## src/rtl/ram_arbiter.sv

```systemverilog
// Two-port round-robin arbiter in front of a single-port RAM.
// Each access takes three cycles: IDLE, then ACCESS (one RAM cycle with exactly
// one enable high), then DONE (Ack pulse to the winning port). All RAM-side
// outputs and Acks are registered, so no input can reach Mem_Write
// combinationally.
module ram_arbiter #(
  parameter int ADDR_W = 6,
  parameter int DATA_W = 32
) (
  input  logic              clk,
  input  logic              rst,
  // Port A
  input  logic              A_Req,
  input  logic              A_Wr,
  input  logic [ADDR_W-1:0] A_Addr,
  input  logic [DATA_W-1:0] A_WData,
  output logic              A_Ack,
  output logic [DATA_W-1:0] A_RData,
  // Port B
  input  logic              B_Req,
  input  logic              B_Wr,
  input  logic [ADDR_W-1:0] B_Addr,
  input  logic [DATA_W-1:0] B_WData,
  output logic              B_Ack,
  output logic [DATA_W-1:0] B_RData,
  // RAM side
  output logic              Mem_Read,
  output logic              Mem_Write,
  output logic [ADDR_W-1:0] Mem_Addr,
  output logic [DATA_W-1:0] M_W_Data,
  input  logic [DATA_W-1:0] M_R_Data,
  output logic              Busy
);

  typedef enum logic [1:0] {IDLE, ACCESS, DONE} state_t;

  state_t            r_state;
  logic              r_last_b;   // 1: port B was granted most recently, so A wins the next tie
  logic              r_win_b;    // winner of the access in flight (1 = B)
  logic              r_mem_rd;
  logic              r_mem_wr;
  logic [ADDR_W-1:0] r_addr;
  logic [DATA_W-1:0] r_wdata;
  logic [DATA_W-1:0] r_a_rdata;
  logic [DATA_W-1:0] r_b_rdata;
  logic              r_a_ack;
  logic              r_b_ack;

  logic              w_pick_b;
  logic              w_sel_wr;
  logic [ADDR_W-1:0] w_sel_addr;
  logic [DATA_W-1:0] w_sel_wdata;

  // Pick the winner among the current requests and mux its command fields.
  // B wins when it is the only requester, or on a tie when A was granted last.
  always_comb begin
    w_pick_b    = B_Req && (!A_Req || !r_last_b);
    w_sel_wr    = w_pick_b ? B_Wr    : A_Wr;
    w_sel_addr  = w_pick_b ? B_Addr  : A_Addr;
    w_sel_wdata = w_pick_b ? B_WData : A_WData;
  end

  // Arbitration FSM. Reset aborts any access in flight without issuing an Ack.
  always_ff @(posedge clk) begin
    if (rst) begin
      r_state   <= IDLE;
      r_last_b  <= 1'b1;
      r_win_b   <= 1'b0;
      r_mem_rd  <= 1'b0;
      r_mem_wr  <= 1'b0;
      r_addr    <= '0;
      r_wdata   <= '0;
      r_a_rdata <= '0;
      r_b_rdata <= '0;
      r_a_ack   <= 1'b0;
      r_b_ack   <= 1'b0;
    end else begin
      case (r_state)
        IDLE: begin
          if (A_Req || B_Req) begin
            r_win_b  <= w_pick_b;
            r_addr   <= w_sel_addr;
            r_wdata  <= w_sel_wdata;
            r_mem_wr <= w_sel_wr;
            r_mem_rd <= !w_sel_wr;
            r_state  <= ACCESS;
          end
        end
        ACCESS: begin
          // The RAM read data is valid now, because Mem_Addr has been stable
          // for the whole cycle.
          if (r_mem_rd) begin
            if (r_win_b) r_b_rdata <= M_R_Data;
            else         r_a_rdata <= M_R_Data;
          end
          r_mem_rd <= 1'b0;
          r_mem_wr <= 1'b0;
          r_a_ack  <= !r_win_b;
          r_b_ack  <= r_win_b;
          r_last_b <= r_win_b;
          r_state  <= DONE;
        end
        DONE: begin
          r_a_ack <= 1'b0;
          r_b_ack <= 1'b0;
          r_state <= IDLE;
        end
        default: begin
          r_mem_rd <= 1'b0;
          r_mem_wr <= 1'b0;
          r_a_ack  <= 1'b0;
          r_b_ack  <= 1'b0;
          r_state  <= IDLE;
        end
      endcase
    end
  end

  assign Mem_Read  = r_mem_rd;
  assign Mem_Write = r_mem_wr;
  assign Mem_Addr  = r_addr;
  assign M_W_Data  = r_wdata;
  assign A_Ack     = r_a_ack;
  assign B_Ack     = r_b_ack;
  assign A_RData   = r_a_rdata;
  assign B_RData   = r_b_rdata;
  assign Busy      = (r_state != IDLE);

endmodule
```

## config.mk

```make
export PLATFORM = sky130hd
export DESIGN_NAME = ram_arbiter
export DESIGN_NICKNAME = d
export VERILOG_FILES = /design/src/rtl/ram_arbiter.sv
export SDC_FILE = /design/constraint.sdc
export NUM_CORES = 1
export LEC_CHECK = 0
export BUFFER_PORTS_ARGS = -buffer_cell sky130_fd_sc_hd__buf_2
export CAP_MARGIN = 0
export CELL_PAD_IN_SITES_DETAIL_PLACEMENT = 1
export CELL_PAD_IN_SITES_GLOBAL_PLACEMENT = 1
export CORE_MARGIN = 2
export CORE_UTILIZATION = 29
export CTS_BUF_LIST = sky130_fd_sc_hd__clkbuf_8 sky130_fd_sc_hd__clkbuf_16
export DETAILED_ROUTE_END_ITERATION = 7
export PLACE_DENSITY_LB_ADDON = 0.2
export SETUP_SLACK_MARGIN = 0.5
export SLEW_MARGIN = 20
export SYNTH_ARGS = -nofsm -noshare
export SYNTH_HDL_FRONTEND = slang
export SYNTH_SLANG_ARGS = --single-unit
```

## constraint.sdc

```tcl
create_clock -name clk -period 1.3 [get_ports clk]
set_input_delay 0.065 -clock clk [delete_from_list [all_inputs] [get_ports clk]]
set_output_delay 0.065 -clock clk [all_outputs]
set_load 0.01 [all_outputs]
```

==> impl_metrics.tcl, run 1 <==
set metrics [dict create \
    status "complete, but fails checks" \
    violations "negative setup slack" \
    drc_errors 0 \
    relSlewSlack_pct 66.0 \
    worstReg2RegStart "r_last_b" \
    antenna-diode-count 0 \
    r2r_slack_ps -40 \
    avgSynthCellArea_um2 8.92 \
    grt_pass1_vias 4865 \
    die_x_um 127 \
    finalCriticalPeriod_ps 1340 \
    period_share_pct 103 \
    critPathBufInv 2 \
    p_seq_share_pct 43.0 \
    fmaxAchievable_mhz 744 \
    grt_pass1_wl_mm 24.4 \
    dp_cells 866 \
    cts_buffers 9 \
    area_growth_pct 81.5 \
    fin_util_pct 54.3 \
    antenna_found_initial 0 \
    path_cells "a21boi_4 > buf_4 > buf_16 > mux2i_1 > a211oi_1" \
    power.switching_mw 2.33 \
    seq_area_frac_synth_pct 50.3 \
    critPathSlowestCell "dfxtp_2" \
    dp_hpwl_mm 10.2 \
    hold_end "M_W_Data[20]" \
    vdd_drop_max_v 0.000640 \
    worst_clock_skew_ps 5.61 \
    die_y_um 127 \
    hold_class "input pin to flip-flop" \
    grt_overflow_total 0 \
    dr_total_vias 4785 \
    path_clk_slew_ps 70 \
    place_congestion 0.773 \
    ys_warn_count 0 \
    drv_slew 0 \
    cts_tree "yes" \
    switching_share_pct 26.8 \
    clk_path_buf_depth 2 \
    totalWireLength_mm 18.8 \
    cp.required_ps 1520 \
    end_kind "flip-flop" \
    worstPathArrival_ps 1560 \
    regArea_um2 2330 \
    core.rowCount 44 \
    tightestPinTransition_ps 510 \
    rsz0062_at_grt "true" \
    finalSetupViolCount 10 \
    port_buffers 220 \
    nets 870 \
    synth-seq-cells 110 \
    pwr-share-clk_pct 34.6 \
    powerDensity_nw_per_um2 1090 \
    reg2reg_depth 5 \
    synth_nets 605 \
    drt-pass1-iter-count 6 \
    worst_slack_ps -44.2 \
    clock-root-buffer "clkbuf_16" \
    start_util_pct 29.9 \
    p_leak_nw 3.24 \
    io_pins 221 \
    crit_family "flip-flops" \
    place_ws_ps -29.4 \
    vias_per_cell 5.06 \
    synth_cells 491 \
    clk_latency_ps 360 \
    synthesis.area_um2 4380 \
    pwr-share-comb_pct 22.4 \
    drive_gt1_share_pct 60.4 \
    fin_tns_setup_ps -197 \
    h-tree-depth 3 \
    postLayoutCellArea_um2 7950 \
    whs_ps 42.6 \
    grt_max_degree 43 \
    maxCapViolCount 0 \
    core_area_um2 14600 \
    synth.distinct_cells 30 \
    drtIter0Drc 183 \
    cts_num_sinks 110 \
    cp-start-kind "flip-flop" \
    multi_input_area_um2 2310 \
    die_area_um2 16100 \
    hold_depth 3 \
    wl_per_cell_um 19.8 \
    layout.cells.non_filler 945 \
    cp_max_fo 7 \
    cp_slowest_stage_delay_ps 340 \
    ant_nets 0 \
    path_class "flip-flop to flip-flop" \
    hold_start "A_WData[20]" \
    placedInstanceArea_um2 5780 \
    p_total_mw 8.70 \
    intPower_mw 6.36 \
    grt.total_usage_pct 19.1 \
    regToRegEndpoint "M_W_Data[10]" \
    nFillCells 1601 \
    hold_viol 0 \
]
[power by group through the flow]
stage	sequential (mW)	combinational [mW]	clock, mW
4_1_cts	3.66	1.51	3.07
5_1_grt	3.76	2.06	3.19
3_5_place_dp	3.74	1.28	0
6_report	3.74	1.95	3.01
3_3_place_gp	3.73	1.25	0
2_1_floorplan	3.80	0.665	0
[worst register-to-register path, cell delays in order, from the launching register on]
cell and delay, ps:
dfxtp_2 340, a21boi_4 160, buf_4 180, buf_16 140, mux2i_1 250, a211oi_1 130
[logic make-up (layout without fill, tap and decap cells)]
family / Yosys count / after routing / share of synthesized area (%)
compound gates: 149 / 149 / 22.1
flops: 110 / 110 / 50.3
simple gates: 145 / 145 / 13.3
mux: 40 / 40 / 9.14
buf+inv: 47 / 317 / 5.11
[per-layer routing]
metal  GRT usage (%)  wire length, µm  vias to the layer above
li1                -                -                     2223
met1            21.8             7290                     2330
met2            33.9             9930                      197
met3            5.82             1080                       35
met4            6.92              456                        0
met5               0                0                        -
[cell usage after synthesis]
| cell type | instances | area (µm²) |
|---|---|---|
| a21boi_2 | 1 | 11.3 |
| inv_1 | 2 | 7.51 |
| nand2_1 | 130 | 488 |
| a211oi_1 | 18 | 135 |
| o211a_1 | 1 | 10.0 |
| nor4bb_1 | 1 | 10.0 |
| o221ai_1 | 1 | 8.76 |
| buf_4 | 4 | 30.0 |
| o21ba_1 | 1 | 10.0 |
| dfxtp_1 | 110 | 2200 |
| nand2b_1 | 2 | 12.5 |
| or2_2 | 1 | 6.26 |
| a21oi_1 | 103 | 515 |
| nand3_1 | 1 | 5.00 |
| buf_2 | 20 | 100 |
| a211oi_2 | 20 | 250 |
| a2111oi_0 | 1 | 8.76 |
| and2_1 | 1 | 6.26 |
| o21ai_0 | 1 | 5.00 |
| nand4b_1 | 1 | 8.76 |
| nand4bb_1 | 1 | 11.3 |
| clkbuf_1 | 19 | 71.3 |
| buf_1 | 1 | 3.75 |
| buf_6 | 1 | 11.3 |
| nor2_1 | 4 | 15.0 |
| mux2i_1 | 40 | 400 |
| a21boi_1 | 1 | 7.51 |
| o21bai_1 | 1 | 7.51 |
| nor3_1 | 2 | 10.0 |
| and4b_1 | 1 | 10.0 |
[placed cells by master (no fill, tap or decap), types with 5 or more instances in the layout]
master / instances
buf_2: 124
nand2_1: 122
buf_6: 100
dfxtp_2: 94
a21oi_1: 85
dlygate4sd3_1: 32
a211oi_2: 20
a21oi_2: 18
a211oi_1: 18
buf_4: 18
mux2i_1: 15
mux2i_2: 15
clkbuf_16: 15
dfxtp_1: 12
mux2i_4: 10
buf_12: 10
nand2_2: 5
buf_16: 5
[registers in the layout (all words and copies together) (netlist names), 2 cells and up]
signal / cells
A_RData: 32
B_RData: 32
M_W_Data: 32
Mem_Addr: 6
r_state: 2
[how the worst max path moves through the flow]
stage                    start      endpoint  slack (ps)  depth (start not counted)
detailed placement  r_state[1]  M_W_Data[24]         -30                          4
global route        r_state[1]  M_W_Data[11]        -110                          4
CTS                    r_win_b   A_RData[27]          30                          5
floorplan           r_state[1]   M_W_Data[0]         150                          5
global placement    r_state[1]  M_W_Data[16]          40                          4
finish                r_last_b  M_W_Data[10]         -40                          5
[layout make-up]
type	instances	area share, %
tap	184	2.90
timing repair buffer	299	34.6
inverter	2	0.142
clock inverter	6	0.992
sequential	110	29.4
multi-input combinational	334	29.0
clock buffer	10	3.01
[what timing repair did]
action / 4_1_cts / 5_1_grt
hold buffers: 32 / 0
pin swaps: 4 / 16
cloned: 5 / 7
setup buffers: 6 / 13
gates resized for setup: 29 / 260
setup endpoints to repair: 217 / 217
hold endpoints to repair: 64 / 0
Power figures use the tool's default switching activity.
==> run 2: changes to the inputs <==
--- a/config.mk
+++ b/config.mk
@@ -5,6 +5,7 @@
 export SDC_FILE = /design/constraint.sdc
 export NUM_CORES = 1
 export LEC_CHECK = 0
+export ABC_AREA = 1
 export BUFFER_PORTS_ARGS = -buffer_cell sky130_fd_sc_hd__buf_2
 export CAP_MARGIN = 0
 export CELL_PAD_IN_SITES_DETAIL_PLACEMENT = 1
@@ -13,7 +14,9 @@
 export CORE_UTILIZATION = 29
 export CTS_BUF_LIST = sky130_fd_sc_hd__clkbuf_8 sky130_fd_sc_hd__clkbuf_16
 export DETAILED_ROUTE_END_ITERATION = 7
+export HOLD_SLACK_MARGIN = 0.08
 export PLACE_DENSITY_LB_ADDON = 0.2
+export RECOVER_POWER = 50
 export SETUP_SLACK_MARGIN = 0.5
 export SLEW_MARGIN = 20
 export SYNTH_ARGS = -nofsm -noshare
==> impl_metrics.tcl, run 2 <==
set metrics [dict create \
    status "complete, no violations" \
    wl_per_cell_um 16.2 \
    drtIter0Drc 169 \
    die_area_um2 18800 \
    seq_area_frac_synth_pct 42.7 \
    cts_buffers 9 \
    drt-pass1-iter-count 4 \
    critPathSlowestCell "dfxtp_2" \
    maxCapViolCount 0 \
    grt_pass1_wl_mm 30.3 \
    synth-seq-cells 110 \
    p_leak_nw 4.79 \
    ant_nets 0 \
    async_flop_share_pct 0 \
    start_util_pct 29.7 \
    synth_area_leader_cell "dfxtp_1" \
    clock-root-buffer "clkbuf_16" \
    area_growth_pct 84.6 \
    cp-startpoint "r_state[1]" \
    synth-edff-count 0 \
    antenna_found_initial 1 \
    final_cell_mix "nand2_1, nor2_1, buf_2, buf_6, dfxtp_1" \
    cp-start-kind "flip-flop" \
    core.rowCount 48 \
    dp_cells 1212 \
    worst_clock_skew_ps 9.88 \
    path_class "flip-flop to flip-flop" \
    synth_common_cells "nand2_1, nor2_1, dfxtp_1" \
    cp_max_fo 6 \
    crit_path_end "B_RData[29]" \
    port_buffers 220 \
    layout.cells.non_filler 1372 \
    hold_class "input pin to flip-flop" \
    finalCriticalPeriod_ps 1260 \
    r2r_slack_ps 40 \
    reg2reg_depth 8 \
    avgSynthCellArea_um2 6.46 \
    synthesis.area_um2 5150 \
    path_clk_slew_ps 80 \
    clk_latency_ps 360 \
    drv_slew 0 \
    regToRegEndpoint "B_RData[29]" \
    hold_depth 4 \
    nets 1255 \
    drc_errors 0 \
    whs_ps 84.5 \
    core_area_um2 17400 \
    finalSetupViolCount 0 \
    synth_top_area_share_pct 42.7 \
    worstPathArrival_ps 1520 \
    dp_hpwl_mm 11.6 \
    yosysMostFrequentCell "nand2_1" \
    cp.required_ps 1560 \
    grt_max_degree 61 \
    tightestPinTransition_ps 341 \
    rsz0062_at_grt "true" \
    synth_area_leaders "dfxtp_1, nand2_1, nor2_1" \
    die_x_um 137 \
    totalWireLength_mm 22.3 \
    dr_total_vias 6183 \
    cp_slowest_stage_delay_ps 340 \
    io_pins 221 \
    period_share_pct 97.0 \
    ys.flop_type "dfxtp_1" \
    worstReg2RegStart "r_state[1]" \
    vdd_drop_max_v 0.000784 \
    clk_path_buf_depth 2 \
    grt.total_usage_pct 20.4 \
    end_kind "flip-flop" \
    powerDensity_nw_per_um2 950 \
    place_congestion 0.727 \
    h-tree-depth 3 \
    cts_tree "yes" \
    layout_commonest_cell "nand2_1" \
    die_y_um 137 \
    synth.distinct_cells 20 \
    path_cells "inv_4 > nand2_8 > nor2_8 > buf_12 > clkbuf_16 > nand2_2 > nand2_1 > nor2_1" \
    hold_viol 0 \
    grt_pass1_vias 6087 \
    grt_overflow_total 0 \
    drive_gt1_share_pct 35.6 \
    cts_num_sinks 110 \
    synth_cells 798 \
    ys_warn_count 0 \
    vias_per_cell 4.51 \
    relSlewSlack_pct 77.2 \
    fin_tns_setup_ps 0 \
    synth_nets 912 \
    fmaxAchievable_mhz 793 \
]
run 2: final cells by class:
cell class              count  area, µm²
diodes                      1       2.50
clock buffers              10        239
clock inverters             6       76.3
fillers                  2133       7850
inverters                  78        299
multi-input cells         562       2760
flip-flops and latches    110       2220
well taps                 225        282
repair buffers            380       3640
run 2: cells by family after synthesis:
logic type      share of synthesized area (%)
simple gates                             40.0
buf+inv                                  11.4
flops                                    42.7
compound gates                           5.83
run 2: per-stage QoR:
stage | worst slack [ps] | utilization, % | area, µm² | power, mW
after floorplan | 215 | - | 5230 | 4.72
after global placement | 139 | 37.7 | 6540 | 5.30
after detailed placement | 116 | 37.7 | 6540 | 5.33
after CTS | 115 | 50.1 | 8700 | 8.90
after global routing | -19.2 | 54.8 | 9510 | 9.51
final | 39.0 | 54.8 | 9510 | 9.03
run 2: how the worst min path moves through the flow:
stage                            from           end  slack [ps]
after global routing       A_WData[3]   M_W_Data[3]          90
after CTS                 A_WData[16]  M_W_Data[16]          80
after detailed placement          rst         B_Ack         320
after global placement            rst         B_Ack         320
after floorplan                   rst    r_state[1]         130
final                       A_Addr[1]   Mem_Addr[1]          80
run 2: layer usage:
| layer | share of wire (%) | GRT usage, % |
|---|---|---|
| met1 | 39 | 22.8 |
| met2 | 53 | 37.6 |
| met3 | 5.5 | 5.33 |
| met4 | 2.6 | 6.24 |
| met5 | 0 | 0 |
run 2: critical path, delay by kind of cell (launching register included):
family	cells	cell delay, ps
DFF	1	340
and+or+nand+nor	5	420
buffers and inverters	3	400
run 2: power by group:
part           switching, mW  internal, mW  total, mW
sequential             0.165          3.57       3.74
combinational           1.11          1.18       2.29
clock                   1.41          1.59       3.00
run 2: repair_timing:
item | CTS | global route
setup buffers | 9 | 30
pin swaps | 2 | 39
hold buffers | 87 | 0
setup endpoints to repair | 216 | 217
cloned | 3 | 14
resized for setup | 222 | 133
hold endpoints to repair | 106 | 0
==> run 3: changes to the inputs <==
--- a/config.mk
+++ b/config.mk
@@ -5,14 +5,13 @@
 export SDC_FILE = /design/constraint.sdc
 export NUM_CORES = 1
 export LEC_CHECK = 0
-export ABC_AREA = 1
 export BUFFER_PORTS_ARGS = -buffer_cell sky130_fd_sc_hd__buf_2
 export CAP_MARGIN = 0
 export CELL_PAD_IN_SITES_DETAIL_PLACEMENT = 1
 export CELL_PAD_IN_SITES_GLOBAL_PLACEMENT = 1
 export CORE_MARGIN = 2
-export CORE_UTILIZATION = 29
-export CTS_BUF_LIST = sky130_fd_sc_hd__clkbuf_8 sky130_fd_sc_hd__clkbuf_16
+export CORE_UTILIZATION = 30
+export CTS_BUF_LIST = sky130_fd_sc_hd__clkbuf_4
 export DETAILED_ROUTE_END_ITERATION = 7
 export HOLD_SLACK_MARGIN = 0.08
 export PLACE_DENSITY_LB_ADDON = 0.2
==> impl_metrics.tcl, run 3 (synthesis gave the netlist of run 1 again) <==
set metrics [dict create \
    drv_slew 0 \
    fmaxAchievable_mhz 670 \
    p_seq_share_pct 45.9 \
    nets 1001 \
    start_util_pct 30.4 \
    vias_per_cell 5.27 \
    final_cell_mix "buf_2, dlygate4sd3_1, buf_6, dfxtp_2, nand2_1" \
    maxCapViolCount 0 \
    cts_buffers 9 \
    powerDensity_nw_per_um2 831 \
    intPower_mw 5.48 \
    clock-root-buffer "clkbuf_4" \
    grt_max_degree 38 \
    io_pins 221 \
    pwr-share-comb_pct 33.5 \
    cts_num_sinks 110 \
    ant_nets 0 \
    antenna_found_initial 2 \
    dr_total_vias 5679 \
    pwr-share-clk_pct 20.6 \
    dp_hpwl_mm 9.93 \
    drt-pass1-iter-count 4 \
    layout_commonest_cell "buf_2" \
    status "complete, but fails checks" \
    cp-start-kind "flip-flop" \
    drc_errors 0 \
    grt_pass1_vias 5344 \
    hold_buffers 110 \
    path_class "flip-flop to flip-flop" \
    cp_max_fo 8 \
    vdd_drop_max_v 0.000745 \
    whs_ps -0.786 \
    p_leak_nw 4.08 \
    drtIter0Drc 259 \
    port_buffers 220 \
    power.switching_mw 2.69 \
    drive_gt1_share_pct 70.2 \
    die_x_um 125 \
    core_area_um2 14400 \
    finalSetupViolCount 103 \
    clk_latency_ps 480 \
    wl_per_cell_um 24.3 \
    period_share_pct 115 \
    end_kind "flip-flop" \
    postLayoutCellArea_um2 9840 \
    grt.total_usage_pct 22.0 \
    worst_clock_skew_ps 20.9 \
    die_y_um 125 \
    placedInstanceArea_um2 5820 \
    rsz0062_at_grt "true" \
    path_clk_slew_ps 190 \
    grt_overflow_total 0 \
    totalWireLength_mm 26.1 \
    cts_tree "yes" \
    cp.required_ps 1700 \
    clk_path_buf_depth 2 \
    fin_tns_setup_ps -9200 \
    h-tree-depth 3 \
    switching_share_pct 32.9 \
    violations "negative hold slack, negative setup slack" \
    worstPathArrival_ps 1890 \
    hold_viol 1 \
    core.rowCount 44 \
    hold_class "input pin to flip-flop" \
    die_area_um2 15600 \
    grt_pass1_wl_mm 27.8 \
    tightestPinTransition_ps 441 \
    area_growth_pct 125 \
    place_congestion 0.753 \
    worst_slack_ps -193 \
    relSlewSlack_pct 70.6 \
    finalCriticalPeriod_ps 1490 \
]
[run 3: power by group through the flow]
stage,sequential [mW],combinational [mW],clock [mW]
after floorplan,3.80,0.665,0
final,3.75,2.74,1.68
after global routing,3.77,2.83,1.83
after global placement,3.73,1.27,0
after detailed placement,3.74,1.31,0
after CTS,3.66,1.67,1.66
[run 3: cell type report]
| type | count | area (µm²) |
|---|---|---|
| Antenna cell | 2 | 5.00 |
| Clock buffer | 11 | 82.6 |
| Clock inverter | 5 | 35.0 |
| Fill cell | 1436 | 4590 |
| Inverter | 2 | 11.3 |
| Multi-Input combinational cell | 335 | 2980 |
| Sequential cell | 110 | 2360 |
| Tap cell | 184 | 230 |
| Timing Repair Buffer | 429 | 4140 |
[run 3: final timing paths]
path / endpoint / cells past startpoint / startpoint / slack, ps
setup / recovery: M_W_Data[15] / 7 / r_state[0] / -190
setup reg to reg: M_W_Data[15] / 7 / r_state[0] / -190
hold reg to reg: A_RData[2] / 2 / A_RData[2] / 480
hold / removal: r_state[1] / 2 / rst / -0.8
[run 3: stage by stage]
stage          utilization [%]  cells  setup slack (ps)  power (mW)  hold WS (ps)
2_1_floorplan                -    491               148        4.47           201
4_1_cts                   50.3   1001              -113        6.99         -67.0
5_1_grt                   68.2   1078              -244        8.44         -7.71
3_5_place_dp              40.4    868             -2.38        5.04           327
3_3_place_gp              40.4    868              57.5        5.00           318
6_report                  68.2   1078              -193        8.18        -0.786
[run 3: timing repair]
action	4_1_cts	5_1_grt
hold endpoints to repair	110	18
setup endpoints to repair	216	217
cloned	2	24
resized for setup	37	443
buffers inserted	5	51
pin swaps	1	119
[run 3: metal layers]
metal	up-vias	global-route usage (%)	wire length, µm
li1	2495	-	-
met3	90	5.63	1630
met2	294	38.5	13600
met5	-	0	0
met4	0	8.50	1240
met1	2800	25.9	9660
[run 3: critical path, cell delays in order, from the launching register on]
cell and delay (ps):
dfxtp_4 390, buf_4 150, buf_6 130, clkinvlp_4 80, buf_12 160, buf_8 150, a21oi_1 90, a211oi_1 250
